`config.mk`:
```
export PLATFORM = sky130hd
export DESIGN_NAME = binary_mac_acc_14
export DESIGN_NICKNAME = d
export VERILOG_FILES = /design/src/rtl/binary_mul_pkg.sv /design/src/rtl/sat_add.sv /design/src/rtl/binary_mac_acc_14.sv
export SDC_FILE = /design/constraint.sdc
export NUM_CORES = 1
export LEC_CHECK = 0
export ABC_AREA = 1
export CORE_MARGIN = 2
export CORE_UTILIZATION = 35
export DETAILED_ROUTE_END_ITERATION = 10
export PLACE_DENSITY_LB_ADDON = 0.05
export SYNTH_ARGS = -nofsm -noshare
export SYNTH_HDL_FRONTEND = slang
export SYNTH_HIERARCHICAL = 1
export SYNTH_SLANG_ARGS = --single-unit
```
`constraint.sdc`:
```
create_clock -name clk -period 4 [get_ports clk]
set_input_delay 0.6 -clock clk [delete_from_list [all_inputs] [get_ports clk]]
set_output_delay 0.6 -clock clk [all_outputs]
set_load 0.03 [all_outputs]
```
`src/rtl/binary_mul_pkg.sv`:
```
// Shared definitions for the 14x14 multiply/accumulate datapath.
package binary_mul_pkg;
    localparam int OPND_W = 14;
    localparam int PROD_W = 28;

    typedef enum logic [0:0] {
        IDLE = 1'b0,
        ACC  = 1'b1
    } state_e;
endpackage

```
`src/rtl/sat_add.sv`:
```
// Unsigned saturating adder: clamps to all-ones and flags when the true sum needs an extra bit.
module sat_add #(
    parameter int W = 36
) (
    input  logic [W-1:0] a,
    input  logic [W-1:0] b,
    output logic [W-1:0] sum,
    output logic         ovf
);
    logic [W:0] full;

    always_comb begin
        full = {1'b0, a} + {1'b0, b};
        ovf  = full[W];
        sum  = full[W] ? {W{1'b1}} : full[W-1:0];
    end
endmodule

```
`src/rtl/binary_mac_acc_14.sv`:
```
// Frame accumulator for 28-bit products: sums beats until p_last or MAX_LEN, then publishes
// the saturated sum, beat count and status with a one-cycle acc_valid pulse.
module binary_mac_acc_14
    import binary_mul_pkg::*;
#(
    parameter  int ACC_W   = 36,
    parameter  int MAX_LEN = 256,
    localparam int CNT_W   = $clog2(MAX_LEN + 1)
) (
    input  logic              clk,
    input  logic              rst_n,
    input  logic              en,
    input  logic [PROD_W-1:0] p_in,
    input  logic              p_valid,
    input  logic              p_last,
    output logic [ACC_W-1:0]  acc_out,
    output logic              acc_valid,
    output logic [CNT_W-1:0]  count_out,
    output logic              overflow,
    output logic              len_err
);
    localparam logic [CNT_W-1:0] MAX_CNT = CNT_W'(MAX_LEN);

    state_e             state_q, state_d;
    logic [ACC_W-1:0]   acc_q, acc_d;
    logic [CNT_W-1:0]   cnt_q, cnt_d;
    logic               ovf_q, ovf_d;
    logic [ACC_W-1:0]   acc_out_q, acc_out_d;
    logic [CNT_W-1:0]   count_out_q, count_out_d;
    logic               overflow_q, overflow_d;
    logic               len_err_q, len_err_d;
    logic               acc_valid_q, acc_valid_d;

    // A beat arriving in IDLE starts from an empty frame, so the running state is masked off.
    logic               open;
    logic [ACC_W-1:0]   base_acc;
    logic [ACC_W-1:0]   sum;
    logic               sum_ovf;
    logic [CNT_W-1:0]   new_cnt;
    logic               new_ovf;

    assign open     = (state_q == ACC);
    assign base_acc = open ? acc_q : '0;
    assign new_cnt  = (open ? cnt_q : '0) + 1'b1;
    assign new_ovf  = (open & ovf_q) | sum_ovf;

    sat_add #(.W(ACC_W)) u_sat_add (
        .a   (base_acc),
        .b   (ACC_W'(p_in)),
        .sum (sum),
        .ovf (sum_ovf)
    );

    always_comb begin
        state_d     = state_q;
        acc_d       = acc_q;
        cnt_d       = cnt_q;
        ovf_d       = ovf_q;
        acc_out_d   = acc_out_q;
        count_out_d = count_out_q;
        overflow_d  = overflow_q;
        len_err_d   = len_err_q;
        acc_valid_d = acc_valid_q;
        if (en) begin
            acc_valid_d = 1'b0;
            if (p_valid) begin
                if (p_last || (new_cnt == MAX_CNT)) begin
                    acc_out_d   = sum;
                    count_out_d = new_cnt;
                    overflow_d  = new_ovf;
                    len_err_d   = ~p_last;
                    acc_valid_d = 1'b1;
                    state_d     = IDLE;
                    acc_d       = '0;
                    cnt_d       = '0;
                    ovf_d       = 1'b0;
                end else begin
                    state_d = ACC;
                    acc_d   = sum;
                    cnt_d   = new_cnt;
                    ovf_d   = new_ovf;
                end
            end
        end
    end

    always_ff @(posedge clk or negedge rst_n) begin
        if (!rst_n) begin
            state_q     <= IDLE;
            acc_q       <= '0;
            cnt_q       <= '0;
            ovf_q       <= 1'b0;
            acc_out_q   <= '0;
            count_out_q <= '0;
            overflow_q  <= 1'b0;
            len_err_q   <= 1'b0;
            acc_valid_q <= 1'b0;
        end else begin
            state_q     <= state_d;
            acc_q       <= acc_d;
            cnt_q       <= cnt_d;
            ovf_q       <= ovf_d;
            acc_out_q   <= acc_out_d;
            count_out_q <= count_out_d;
            overflow_q  <= overflow_d;
            len_err_q   <= len_err_d;
            acc_valid_q <= acc_valid_d;
        end
    end

    assign acc_out   = acc_out_q;
    assign count_out = count_out_q;
    assign overflow  = overflow_q;
    assign len_err   = len_err_q;
    assign acc_valid = acc_valid_q;
endmodule
```
==> impl_metrics.toml <==
[floorplan]
coreArea_um2 = 20200
ios = 81
die_w_um = 147
die_h_um = 147
start_util_pct = 35.6
rows = 52
dieArea_um2 = 21700

[finish]
syn2layout_area_growth_pct = 18.5
layout-drive-gt1-share_pct = 3.01
instances_no_fill = 1468
fill_cells = 2249
antennaDiodeCount = 0
nNetsFinal = 1267
post-route-util_pct = 42.2

[timing]
final-hold-violation-count = 0
fin_crit_sh_pct = 77.4
fin_setup_tns_ps = 0
rsz0062_at_grt = "false"
maxSlewHeadroom_pct = 33.4
worst_slew_pin_slew_ps = 999
fmax_ghz = 0.323
finalSetupViolCount = 0
finalClockSkew_ps = 9.90
final.min_clock_period_ps = 3090
finalMaxSlewViolations = 0
hold_slack_ps = 388

[placed_design]
dp_hpwl_mm = 17.0
port_buffers = 80
dp_cells = 1454
gp_congestion = 0.911

[yosys]
ys.flop_type = "dfrtp_1"
synth_seq_cells = 95
synth_edf_count = 0
syn_area_um2 = 7180
synthDominantCellAreaShare_pct = 33.1
syn_area_per_cell_um2 = 6.35
synth-seq-area-share_pct = 33.1
async_flop_share_pct = 100
ys_warn_count = 6
ys_top_cells_by_area = "dfrtp_1, nand2_1, inv_1"
yosys-top-cells-count = "nand2_1, inv_1, nand3_1, dfrtp_1, nor2_1"
synth_cell_types = 29
synth_cells = 1130
yosys.area.top_type = "dfrtp_1"
synth_most_common_cell = "nand2_1"

[global_routing]
grt_pass1_wl_mm = 37.3
grt_max_degree = 94
grt_usage_pct = 21.8
antenna_found_initial = 0
gr-total-overflow = 0
grt_pass1_vias = 6684

[routing]
drt_iter0_drc = 455
drt.antenna.violating_nets = 0
num_vias = 7122
routed_via_density = 4.85
firstDrtPassIters = 5
routed_wl_mm = 23.0
wl_per_cell_um = 15.7
drc = 0

[worst_setup_path]
cp_slowest_cell = "fa_1"
cpPeakStageDelay_ps = 430
path_max_fanout = 38
arrival_ps = 3340
path_cells = "buf_12 -> nand2_1 -> inv_1 -> ha_1 -> fa_1 -> nand2_1 -> inv_1 -> nand2_1 -> nand3_1 -> nand2_1 -> nand3_2 -> a21oi_4 -> buf_12 -> nand3_1 -> nand4_1 -> nand2_1"
critPathTopFamily = "simple AND/OR/NAND/NOR gates"
reg2reg_depth = 16
crit_buf_inv = 4
critical_path_required_ps = 4240
crit_path_end = "acc_q[21]"
end_kind = "register"
crit_top_cell = "nand2_1"
timing.rr.end = "acc_q[21]"
crit_cells = 16
criticalPathCategory = "reg2reg"
crit_start = "open"
start_kind = "register"
reg2reg_from = "open"
rrSetupSlack_ps = 910

[power]
p_int_w = 0.00209
power_w = 0.00344
max-vdd-ir-drop_v = 0.000183
netSwitchingFraction_pct = 39.4
p_sw_w = 0.00136
p_leak_nw = 4.94
seqPwrFrac_pct = 36.2
comb_power_share_pct = 38.2
p_clk_share_pct = 25.6
power_density_nw_per_um2 = 405

[worst_hold_path]
hold_path_class = "in2async"

[clocking]
cts_root_buffer = "clkbuf_16"
cts_max_path_buffers = 2
clk_latency_ps = 350
cts_buffers = 9
hold_buffers = 0
htreeDepth = 3
post-cts-setup-buffer-count = 0
cts_tree = "built"
clk_pin_slew_ps = 70
cts.sinks = 95
cts_resized = 0

[status]
outcome = "completed"

[job]
cap_viol_max_count = 0
[logic make-up (layout without fill, tap and decap cells)]
logic type | count (synthesis) | in the layout | share of synthesized area, %
other | 1 | 8 | 0.0522
adders and majority gates | 39 | 39 | 6.90
AOI/OAI and AO/OA | 56 | 56 | 4.48
buffers and inverters | 196 | 257 | 11.2
and+or+nand+nor | 726 | 726 | 42.1
DFF | 95 | 95 | 33.1
xor gates and xnor gates | 17 | 17 | 2.07
[worst min path at each step]
stage                         to  slack (ps)
floorplan             acc_out[0]         300
global placement    count_out[4]         450
detailed placement  count_out[4]         460
CTS                   acc_out[3]         430
global route          acc_out[3]         460
finish                acc_out[3]         390
[layer usage]
layer / wire [µm] / vias up / part of all wire (%) / GRT usage [%]
met2: 9680 / 174 / 42 / 32.0
met3: 1050 / 24 / 4.6 / 3.04
li1: - / 3669 / - / -
met1: 11900 / 3255 / 52 / 33.6
met5: 0 / - / 0 / 0
met4: 379 / 0 / 1.6 / 5.48
[registers in the layout, summed over array words and instances, names as in the netlist]
name and cells:
acc_out 36, acc_q 36, cnt_q 9, count_out 9, acc_valid 1, len_err 1, open 1, overflow 1
ovf_q 1
[cell usage in the layout, fill, tap and decap left out, types with 17 or more instances in the layout]
cell type / count
inv_1: 152
ha_1: 38
nand3_1: 104
nand2_1: 482
dfrtp_1: 95
a21oi_1: 27
nand4_1: 55
xnor2_1: 17
clkdlybuf4s50_1: 79
o21ai_0: 17
nor2_1: 74
[final cells by class]
cell class              count  area (µm²)  area share, %
clock buffers               9         225           2.65
clock inverters             5        60.1          0.706
inverters                 153         574           6.75
multi-input cells         846        4020           47.3
flip-flops and latches     95        2380           27.9
well taps                 270         338           3.97
repair buffers             90         911           10.7
[power groups by stage]
stage	Sequential, W	Clock [W]	Combinational, W
5_1_grt	0.00127	0.000958	0.00146
6_report	0.00125	0.000880	0.00131
2_1_floorplan	0.00143	0	0.000635
3_5_place_dp	0.00126	0	0.00131
4_1_cts	0.00125	0.000914	0.00132
3_3_place_gp	0.00127	0	0.00131
[per-stage QoR]
stage	setup WS, ps	instance area, µm²
after floorplan	1190	7200
after global placement	635	8220
after detailed placement	583	8220
after CTS	900	8510
after global routing	673	8510
final	905	8510
Power figures use the tool's default switching activity.
